===== src/rtl/sram_block_ctrl_if.sv =====
// Bus bundle between the 68k-side decode logic and the SRAM block controller.
// The master side drives the address and strobes. The slave side returns the
// SRAM strobes, the block select and the handshake.
interface sram_block_ctrl_if #(
  parameter int unsigned ADDR_WIDTH = 17,
  parameter int unsigned NUM_BLOCKS = 4
);
  logic [ADDR_WIDTH-1:0] Address;
  logic                  SRamSelect_H;
  logic                  AS_L;
  logic                  UDS_L;
  logic                  LDS_L;
  logic                  WE_L;
  logic [NUM_BLOCKS-1:0] Block_H;
  logic                  SRam_CE_L;
  logic                  SRam_OE_L;
  logic                  SRam_WE_L;
  logic                  SRam_UB_L;
  logic                  SRam_LB_L;
  logic                  Dtack_L;
  logic                  Busy_H;

  modport master (
    output Address, SRamSelect_H, AS_L, UDS_L, LDS_L, WE_L,
    input  Block_H, SRam_CE_L, SRam_OE_L, SRam_WE_L, SRam_UB_L, SRam_LB_L, Dtack_L, Busy_H
  );

  modport slave (
    input  Address, SRamSelect_H, AS_L, UDS_L, LDS_L, WE_L,
    output Block_H, SRam_CE_L, SRam_OE_L, SRam_WE_L, SRam_UB_L, SRam_LB_L, Dtack_L, Busy_H
  );
endinterface


===== src/rtl/sram_block_ctrl.sv =====
// SRAM block controller. It registers a one-hot block select taken from the top
// address bits and runs the 68k bus cycle IDLE -> ACCESS -> ACK. Every SRAM
// strobe and Dtack_L is a registered output.
module sram_block_ctrl #(
  parameter int unsigned ADDR_WIDTH  = 17,
  parameter int unsigned BLOCK_BITS  = 2,
  parameter int unsigned WAIT_STATES = 1
) (
  input  logic             Clk,
  input  logic             Reset_L,
  sram_block_ctrl_if.slave bus
);

  localparam int unsigned NUM_BLOCKS = 1 << BLOCK_BITS;
  localparam logic [3:0]  WaitLoad   = 4'(WAIT_STATES);

  typedef enum logic [1:0] {StIdle, StAccess, StAck} state_e;

  state_e                r_state;
  logic [3:0]            r_count;
  logic [NUM_BLOCKS-1:0] r_block;
  logic                  r_ce_n;
  logic                  r_oe_n;
  logic                  r_we_n;
  logic                  r_ub_n;
  logic                  r_lb_n;
  logic                  r_dtack_n;
  logic                  r_busy;

  logic                  w_start;
  logic                  w_cycle_end;
  logic [BLOCK_BITS-1:0] w_index;
  logic [NUM_BLOCKS-1:0] w_onehot;
  logic                  w_unused_addr;

  assign w_start     = bus.SRamSelect_H & ~bus.AS_L & (~bus.UDS_L | ~bus.LDS_L);
  // AS_L high ends the bus cycle. In ACCESS this is an abort, in ACK it is the normal close.
  assign w_cycle_end = (r_state != StIdle) & bus.AS_L;
  assign w_index     = bus.Address[ADDR_WIDTH-1 -: BLOCK_BITS];

  // The low address bits belong to the SRAM chips themselves, not to the block decode.
  assign w_unused_addr = ^bus.Address[ADDR_WIDTH-BLOCK_BITS-1:0];

  // Decode the block index into a one-hot select.
  always_comb begin
    w_onehot          = '0;
    w_onehot[w_index] = 1'b1;
  end

  // Bus-cycle sequencer that drives all registered strobes, the block select and the wait counter.
  always_ff @(posedge Clk) begin
    if (!Reset_L || w_cycle_end) begin
      r_state   <= StIdle;
      r_count   <= 4'd0;
      r_block   <= '0;
      r_ce_n    <= 1'b1;
      r_oe_n    <= 1'b1;
      r_we_n    <= 1'b1;
      r_ub_n    <= 1'b1;
      r_lb_n    <= 1'b1;
      r_dtack_n <= 1'b1;
      r_busy    <= 1'b0;
    end else begin
      unique case (r_state)
        StIdle: begin
          if (w_start) begin
            r_state <= StAccess;
            r_count <= WaitLoad;
            r_block <= w_onehot;
            r_ce_n  <= 1'b0;
            // Read/write direction is fixed for the whole cycle, so OE and WE can never overlap.
            r_oe_n  <= ~bus.WE_L;
            r_we_n  <= bus.WE_L;
            r_ub_n  <= bus.UDS_L;
            r_lb_n  <= bus.LDS_L;
            r_busy  <= 1'b1;
          end
        end
        StAccess: begin
          r_ub_n <= bus.UDS_L;
          r_lb_n <= bus.LDS_L;
          if (r_count == 4'd0) begin
            r_state   <= StAck;
            r_dtack_n <= 1'b0;
            // Release WE one cycle before the 68k drops its data (write data hold).
            r_we_n    <= 1'b1;
          end else begin
            r_count <= r_count - 4'd1;
          end
        end
        StAck: begin
          r_ub_n <= bus.UDS_L;
          r_lb_n <= bus.LDS_L;
        end
        default: begin
          r_state <= StIdle;
        end
      endcase
    end
  end

  assign bus.Block_H   = r_block;
  assign bus.SRam_CE_L = r_ce_n;
  assign bus.SRam_OE_L = r_oe_n;
  assign bus.SRam_WE_L = r_we_n;
  assign bus.SRam_UB_L = r_ub_n;
  assign bus.SRam_LB_L = r_lb_n;
  assign bus.Dtack_L   = r_dtack_n;
  assign bus.Busy_H    = r_busy;

  a_strobe_excl: assert property (@(posedge Clk) disable iff (!Reset_L) (r_oe_n | r_we_n));
  a_block_onehot0: assert property (@(posedge Clk) disable iff (!Reset_L) $onehot0(r_block));

endmodule


===== src/flat_wrapper.sv =====
// flat-port wrapper written by rule: the top's interface ports become plain ports
module sram_block_ctrl_flat 
#(
  parameter int unsigned ADDR_WIDTH  = 17,
  parameter int unsigned BLOCK_BITS  = 2,
  parameter int unsigned WAIT_STATES = 1
)
  (Clk, Reset_L, bus_Address, bus_SRamSelect_H, bus_AS_L, bus_UDS_L, bus_LDS_L, bus_WE_L, bus_Block_H, bus_SRam_CE_L, bus_SRam_OE_L, bus_SRam_WE_L, bus_SRam_UB_L, bus_SRam_LB_L, bus_Dtack_L, bus_Busy_H);
  sram_block_ctrl_if #(.ADDR_WIDTH(ADDR_WIDTH), .NUM_BLOCKS(4)) bus_i ();
  input  logic Clk;
  input  logic Reset_L;
  input wire logic [$bits(bus_i.Address)-1:0] bus_Address;
  input wire logic [$bits(bus_i.SRamSelect_H)-1:0] bus_SRamSelect_H;
  input wire logic [$bits(bus_i.AS_L)-1:0] bus_AS_L;
  input wire logic [$bits(bus_i.UDS_L)-1:0] bus_UDS_L;
  input wire logic [$bits(bus_i.LDS_L)-1:0] bus_LDS_L;
  input wire logic [$bits(bus_i.WE_L)-1:0] bus_WE_L;
  output wire logic [$bits(bus_i.Block_H)-1:0] bus_Block_H;
  output wire logic [$bits(bus_i.SRam_CE_L)-1:0] bus_SRam_CE_L;
  output wire logic [$bits(bus_i.SRam_OE_L)-1:0] bus_SRam_OE_L;
  output wire logic [$bits(bus_i.SRam_WE_L)-1:0] bus_SRam_WE_L;
  output wire logic [$bits(bus_i.SRam_UB_L)-1:0] bus_SRam_UB_L;
  output wire logic [$bits(bus_i.SRam_LB_L)-1:0] bus_SRam_LB_L;
  output wire logic [$bits(bus_i.Dtack_L)-1:0] bus_Dtack_L;
  output wire logic [$bits(bus_i.Busy_H)-1:0] bus_Busy_H;
  assign bus_i.Address = bus_Address;
  assign bus_i.SRamSelect_H = bus_SRamSelect_H;
  assign bus_i.AS_L = bus_AS_L;
  assign bus_i.UDS_L = bus_UDS_L;
  assign bus_i.LDS_L = bus_LDS_L;
  assign bus_i.WE_L = bus_WE_L;
  assign bus_Block_H = bus_i.Block_H;
  assign bus_SRam_CE_L = bus_i.SRam_CE_L;
  assign bus_SRam_OE_L = bus_i.SRam_OE_L;
  assign bus_SRam_WE_L = bus_i.SRam_WE_L;
  assign bus_SRam_UB_L = bus_i.SRam_UB_L;
  assign bus_SRam_LB_L = bus_i.SRam_LB_L;
  assign bus_Dtack_L = bus_i.Dtack_L;
  assign bus_Busy_H = bus_i.Busy_H;
  sram_block_ctrl #(.ADDR_WIDTH(ADDR_WIDTH), .BLOCK_BITS(BLOCK_BITS), .WAIT_STATES(WAIT_STATES)) u_core (.Clk(Clk), .Reset_L(Reset_L), .bus(bus_i));
endmodule

===== config.mk =====
export PLATFORM = sky130hd
export DESIGN_NAME = sram_block_ctrl_flat
export DESIGN_NICKNAME = d
export VERILOG_FILES = /design/src/rtl/sram_block_ctrl_if.sv /design/src/rtl/sram_block_ctrl.sv /design/src/flat_wrapper.sv
export SDC_FILE = /design/constraint.sdc
export NUM_CORES = 1
export LEC_CHECK = 0
export BUFFER_PORTS_ARGS = -buffer_cell sky130_fd_sc_hd__buf_2
export CORE_MARGIN = 1.5
export CORE_UTILIZATION = 41
export DETAILED_ROUTE_END_ITERATION = 10
export PLACE_DENSITY = 0.81
export SLEW_MARGIN = 20
export SYNTH_ARGS = -nofsm -noshare
export SYNTH_HDL_FRONTEND = slang
export SYNTH_SLANG_ARGS = --single-unit

===== constraint.sdc =====
create_clock -name Clk -period 1.6 [get_ports Clk]
set_input_delay 0.24 -clock Clk [delete_from_list [all_inputs] [get_ports Clk]]
set_output_delay 0.24 -clock Clk [all_outputs]
set_load 0.03 [all_outputs]

==> metrics.csv, run 1 <==
stage;metric;value;unit
synthesis;syn_inst;101;
synthesis;ys.flop_type;dfxtp_1;
timing;holdWs;0.172;ns
cells_and_area;nNetsFinal;154;
power;power_density;1570;nW/um2
power;worst_ir_drop_vdd;0.000772;V
cells_and_area;fillers;180;
worst_setup_path;reg2reg_from;u_core.r_count[0]$_SDFFE_PP0P_;
run_status;outcome;complete, no violations;
timing;setup_viol;0;
timing;slew_violations;0;
cells_and_area;final_cells;152;
floorplanning;fp.dieArea;2300;um2
worst_setup_path;worst-path-buf-inv;1;
place;dp_cells;148;
synthesis;ys_types;31;
worst_setup_path;r2r_cells;6;
clocking;numCtsBuffers;3;
cells_and_area;insertedDiodeCount;0;
worst_setup_path;cp_max_fo;3;
grt;grt_max_degree;11;
timing;worst_pin_slew;0.300;ns
clocking;cts-root-buf;clkbuf_4;
worst_setup_path;r2r_slack;0.05;ns
grt;grt-ovfl-total;0;
routing;drtIter0Drc;12;
routing;wire_per_inst;11.0;um
synthesis;synth-seq-cells;17;
floorplanning;coreArea;1920;um2
timing;hold_viol;0;
worst_setup_path;rr_endpoint;u_core.r_state[0]$_SDFFE_PP0P_;
timing;fin_skew;0.00479;ns
min_path;hold_path.class;in2reg;
worst_setup_path;critical_path.startpoint;u_core.r_count[0]$_SDFFE_PP0P_;
worst_setup_path;cp-end-kind;flop;
timing;slew_headroom;0.800;
floorplanning;start_util;0.430;
grt;antenna_found_initial;0;
routing;firstDrtPassIters;4;
worst_setup_path;endpoint;u_core.r_state[0]$_SDFFE_PP0P_;
synthesis;ys_top_cells_by_count;dfxtp_1, nand2_1, a21oi_1;
cells_and_area;drive_gt1_frac;0.296;
routing;antenna_left;0;
cells_and_area;fin_area;1030;um2
synthesis;yosys.area.top_type_share;0.411;
synthesis;syn_nets;129;
synthesis;synth-async-reset-ratio;0;
floorplanning;fp.dieH;47.9;um
clocking;cts_num_sinks;17;
place;place_area;991;um2
place;port_buffers;19;
timing;min_period_over_period;0.968;
routing;postRouteWirelength;1680;um
grt;grt_pass1_wl;2580;um
floorplanning;rows;16;
clocking;worstSkewPairLatency;0.29;ns
clocking;postCtsResizedCells;0;
place;place.gp.congestion;0.740;
clocking;clkTransAtPathRegs;0.10;ns
cells_and_area;area_growth;24.7;%
clocking;postCtsHoldBufs;0;
clocking;clockBufferDepth;2;
synthesis;syn-cell-area;827;um2
worst_setup_path;start_kind;flop;
clocking;tritoncts;built;
timing;max_freq;645;MHz
grt;grt_use_total;0.163;
clocking;cts_setup_buffers;0;
clocking;htree_num_levels;1;
worst_setup_path;crit_type;reg2reg;
floorplanning;die_w;47.9;um
grt;grt_pass1_vias;644;
floorplanning;ioPinCount;35;
worst_setup_path;crit_slowest_cell;dfxtp_4;
routing;vias_per_cell;5.26;
worst_setup_path;crit_required;1.79;ns
worst_setup_path;arrival;1.74;ns
synthesis;synth.area.top_cells;dfxtp_1, nand2_1, ha_1;
power;leakagePower;0.429;nW
synthesis;synth_most_common_cell;dfxtp_1;
place;dp_hpwl;1260;um
timing;period_needed;1.55;ns
synthesis;synth_edf_count;0;
worst_setup_path;crit_family;compound AO/OA/AOI/OAI gates;
worst_setup_path;cp_cell_sequence;inv_4, ha_4, or3b_4, a211o_1, a22oi_1, nor2_1;
worst_setup_path;slowest_delay;0.37;ns
routing;route.vias.total;800;
job;cap_viol_max_count;0;
cells_and_area;finalCoreUtilization;0.536;
synthesis;yosysSeqAreaShare;0.411;
synthesis;yosys.area.top_type;dfxtp_1;
worst_setup_path;cp.depth;6;
routing;route.detailed.drc;0;
synthesis;yosysWarnings;0;
synthesis;syn_area_per_cell;8.19;um2
## cells by family after synthesis
group           after synthesis  synth area share
simple gates                 44             0.269
flops                        17             0.412
fa+ha+maj                     4            0.0605
compound gates               26             0.201
mux                           1            0.0121
buf+inv                       9            0.0454
## cells in the final DEF, fill, tap and decap left out, types with 2 or more instances in the layout
cell | synthesis | routed
buf_2 | 3 | 19
dfxtp_1 | 17 | 16
nand2_1 | 14 | 14
a21oi_1 | 7 | 7
buf_4 | 0 | 6
nor2_1 | 5 | 5
nor3_1 | 5 | 5
o21ai_0 | 5 | 5
nor2b_1 | 4 | 4
nand3_1 | 4 | 4
a31oi_1 | 3 | 3
o211ai_1 | 3 | 3
clkbuf_4 | 0 | 3
inv_1 | 4 | 2
nand2b_1 | 2 | 2
nand4_1 | 2 | 2
nand3b_1 | 2 | 2
ha_1 | 4 | 2
## power breakdown
part	total (mW)	internal [mW]	leakage, nW	switching (mW)
registers	0.565	0.510	0.139	0.0547
clock network	0.226	0.0931	0.0177	0.133
logic	0.826	0.348	0.272	0.478
## through the flow
| stage | power (mW) | setup slack, ns | TNS, ns |
|---|---|---|---|
| 3_5_place_dp | 1.35 | 0.0385 | 0 |
| 4_1_cts | 1.59 | 0.0245 | 0 |
| 5_1_grt | 1.74 | -0.00442 | -0.00442 |
| 2_1_floorplan | 1.14 | 0.0182 | 0 |
| 6_report | 1.62 | 0.0508 | 0 |
| 3_3_place_gp | 1.33 | 0.0557 | 0 |
## flip-flops by register name, indices dropped and copies added, names as in the netlist
register              cells
u_core.bus.Block_H        4
u_core.bus.Busy_H         1
u_core.bus.Dtack_L        1
u_core.bus.SRam_CE_L      1
u_core.bus.SRam_LB_L      1
u_core.bus.SRam_OE_L      1
u_core.bus.SRam_UB_L      1
u_core.bus.SRam_WE_L      1
u_core.r_count            4
u_core.r_state            2
## per-layer routing
| metal | routed length, um | vias up | global-route usage |
|---|---|---|---|
| li1 | - | 408 | - |
| met1 | 769 | 362 | 0.210 |
| met2 | 778 | 28 | 0.248 |
| met3 | 117 | 2 | 0.0566 |
| met4 | 14 | 0 | 0.0649 |
| met5 | 0 | - | 0 |
## worst min-delay path by stage
stage	start	to	slack, ns	depth (start not counted)
4_1_cts	bus_WE_L	u_core.bus.SRam_OE_L$_SDFFE_PP1P_	0.17	2
5_1_grt	bus_WE_L	u_core.bus.SRam_OE_L$_SDFFE_PP1P_	0.18	2
6_report	bus_WE_L	u_core.bus.SRam_OE_L$_SDFFE_PP1P_	0.17	2
2_1_floorplan	bus_WE_L	u_core.bus.SRam_OE_L$_SDFFE_PP1P_	0.37	1
3_5_place_dp	u_core.bus.Dtack_L$_SDFFE_PP1P_	u_core.bus.Dtack_L$_SDFFE_PP1P_	0.44	1
3_3_place_gp	u_core.bus.SRam_CE_L$_SDFFE_PP1P_	u_core.bus.SRam_CE_L$_SDFFE_PP1P_	0.43	2
## final cells by class
cell class,instances,area [um2],share of cell area
Tap cell,27,33.8,0.0328
Clock buffer,3,22.5,0.0218
Inverter,4,17.5,0.0170
Multi-Input combinational cell,75,468,0.454
Clock inverter,1,5.00,0.00485
Sequential cell,17,344,0.334
Timing Repair Buffer,25,140,0.136
## worst register-to-register path, cell delays in order, from the launching register on
cell and delay, ns:
dfxtp_4 0.37, inv_4 0.07, ha_4 0.13, or3b_4 0.37, a211o_1 0.26, a22oi_1 0.19, nor2_1 0.06
(Power assumes the default switching activity.)
==> inputs of run 2 (changes only) <==
--- a/config.mk
+++ b/config.mk
@@ -6,7 +6,7 @@
 export NUM_CORES = 1
 export LEC_CHECK = 0
 export BUFFER_PORTS_ARGS = -buffer_cell sky130_fd_sc_hd__buf_2
-export CORE_MARGIN = 1.5
+export CORE_MARGIN = 5
 export CORE_UTILIZATION = 41
 export DETAILED_ROUTE_END_ITERATION = 10
 export PLACE_DENSITY = 0.81
@@ -14,3 +14,4 @@
 export SYNTH_ARGS = -nofsm -noshare
 export SYNTH_HDL_FRONTEND = slang
 export SYNTH_SLANG_ARGS = --single-unit
+export TNS_END_PERCENT = 100
==> run 2 against run 1 <==
- global-route usage fell by 2.7 points
- non-clock buffer count rose by 1
- largest cell class unchanged
- final cell count rose by 0.66%
- die area rose by 31%
- via count fell by 0.25%
- clock skew rose by 0.0018 ns
- sequential power fell by 2%
- largest power group unchanged
- critical path depth did not move
==> metrics.csv, run 2 (synthesized netlist as in run 1, its figures left out) <==
stage;metric;value;unit;change
place;place.gp.congestion;0.770;;+4.1%
routing;antenna_left;0;;unchanged
routing;postRouteWirelength;1790;um;+6.4%
timing;slew_violations;0;;unchanged
run_status;outcome;complete, no violations;;
min_path;worst_hold_path.endpoint;u_core.bus.SRam_OE_L$_SDFFE_PP1P_;;
min_path;hold_path.class;in2reg;;
clocking;clkTransAtPathRegs;0.11;ns;about the same
timing;fin_skew;0.00659;ns;+0.00180 ns
cells_and_area;final_cell_mix;buf_2, dfxtp_1, nand2_1;;
worst_setup_path;reg2reg_from;u_core.r_count[0]$_SDFFE_PP0P_;;
cells_and_area;drive_gt1_frac;0.302;;+0.00559
clocking;cts-root-buf;clkbuf_4;;
timing;holdWs;0.163;ns;-0.00881 ns
routing;firstDrtPassIters;4;;unchanged
worst_setup_path;crit_slowest_cell;or3b_4;;
grt;grt_max_degree;15;;+4
floorplanning;fp.dieArea;3020;um2;+31%
min_path;hold_depth;2;;unchanged
clocking;tritoncts;built;;
timing;min_period_over_period;0.968;;about the same
routing;vias_per_cell;5.22;;-0.90%
floorplanning;fp.dieH;54.9;um;+15%
worst_setup_path;crit_family;compound AO/OA/AOI/OAI gates;;
routing;route.vias.total;798;;-0.25%
grt;grt-ovfl-total;0;;unchanged
clocking;clockBufferDepth;2;;unchanged
timing;slew_headroom;0.813;;+0.0132
clocking;cts_num_sinks;17;;unchanged
worst_setup_path;cp-end-kind;flop;;
clocking;postCtsHoldBufs;0;;unchanged
floorplanning;start_util;0.426;;-0.00444
routing;route.detailed.drc;0;;unchanged
floorplanning;coreArea;1940;um2;+1.0%
floorplanning;die_w;54.9;um;+15%
place;port_buffers;19;;unchanged
job;cap_viol_max_count;0;;unchanged
worst_setup_path;cp_max_fo;3;;unchanged
cells_and_area;final_common_cell;buf_2;;
timing;max_freq;645;MHz;about the same
place;dpl_worst_slack;0.0622;ns;+0.0237 ns
grt;grt_pass1_vias;722;;+12%
place;dp_hpwl;1340;um;+6.4%
clocking;htree_num_levels;1;;unchanged
cells_and_area;nNetsFinal;155;;+0.65%
worst_setup_path;rr_endpoint;u_core.r_state[0]$_SDFFE_PP0P_;;
timing;worst_pin_slew;0.280;ns;-0.0198 ns
worst_setup_path;arrival;1.75;ns;about the same
floorplanning;ioPinCount;35;;unchanged
routing;wire_per_inst;11.7;um;+5.7%
worst_setup_path;worst-path-buf-inv;1;;unchanged
worst_setup_path;r2r_slack;0.05;ns;about the same
min_path;hold_start;bus_WE_L;;
power;power_density;1580;nW/um2;+0.74%
power;worst_ir_drop_vdd;0.000679;V;-12%
timing;setup_viol;0;;unchanged
timing;fin_ws;0.0507;ns;-0.0000163 ns
worst_setup_path;slowest_delay;0.38;ns;about the same
floorplanning;rows;16;;unchanged
grt;antenna_found_initial;0;;unchanged
clocking;worstSkewPairLatency;0.30;ns;about the same
timing;hold_viol;0;;unchanged
routing;drtIter0Drc;11;;-1
cells_and_area;finalCoreUtilization;0.533;;-0.00360
worst_setup_path;r2r_cells;6;;unchanged
worst_setup_path;crit_type;reg2reg;;
worst_setup_path;cp_cell_sequence;inv_2, ha_4, or3b_4, a211o_1, a22oi_1, nor2_1;;
cells_and_area;insertedDiodeCount;0;;unchanged
timing;tns;0;ns;unchanged
grt;grt_use_total;0.136;;-0.0265
clocking;numCtsBuffers;3;;unchanged
grt;grt_pass1_wl;2920;um;+13%
worst_setup_path;crit_required;1.80;ns;about the same
power;leakagePower;0.431;nW;+0.35%
worst_setup_path;start_kind;flop;;
timing;period_needed;1.55;ns;+0.0000163 ns
power;power;1.63;mW;+1.1%
cells_and_area;area_growth;25.1;%;
run 2: report_power, final:
part	internal, mW	switching, mW	leakage [nW]
registers	0.505	0.0487	0.139
clock network	0.0933	0.146	0.0177
logic	0.367	0.475	0.274
total	0.966	0.669	0.431
run 2: how the worst max path moves through the flow:
| stage | start | end | slack [ns] | cells past startpoint |
|---|---|---|---|---|
| after floorplan | u_core.r_count[0]$_SDFFE_PP0P_ | u_core.r_state[0]$_SDFFE_PP0P_ | 0.02 | 7 |
| after global placement | u_core.r_count[0]$_SDFFE_PP0P_ | u_core.r_state[0]$_SDFFE_PP0P_ | 0.06 | 6 |
| after detailed placement | u_core.r_count[0]$_SDFFE_PP0P_ | u_core.r_state[0]$_SDFFE_PP0P_ | 0.06 | 6 |
| after CTS | u_core.r_count[0]$_SDFFE_PP0P_ | u_core.r_state[0]$_SDFFE_PP0P_ | 0.03 | 6 |
| after global routing | u_core.r_count[0]$_SDFFE_PP0P_ | u_core.bus.SRam_WE_L$_SDFFE_PP1P_ | -0.01 | 7 |
| final | u_core.r_count[0]$_SDFFE_PP0P_ | u_core.r_state[0]$_SDFFE_PP0P_ | 0.05 | 6 |
run 2: routing by layer:
| metal | track usage | wire, um |
|---|---|---|
| met5 | 0 | 0 |
| met4 | 0.0972 | 43 |
| met3 | 0.0241 | 107 |
| met2 | 0.207 | 799 |
| met1 | 0.173 | 837 |
run 2: layout make-up:
type	count	area, um2
Clock buffer	3	22.5
Tap cell	27	33.8
Timing Repair Buffer	26	148
Multi-Input combinational cell	75	469
Inverter	4	15.0
Sequential cell	17	342
Clock inverter	1	5.00
Fill cell	193	907
run 2: metrics by stage:
| step | cells | cell area [um2] |
|---|---|---|
| after CTS | 152 | 1020 |
| after detailed placement | 148 | 991 |
| after global routing | 153 | 1030 |
| after floorplan | 101 | 840 |
| final | 153 | 1030 |
| after global placement | 148 | 991 |
run 2: what timing repair did:
action | in CTS | in global routing
gates resized for setup | 0 | 5
endpoints found under the setup margin | 0 | 4
buffers inserted | 0 | 1
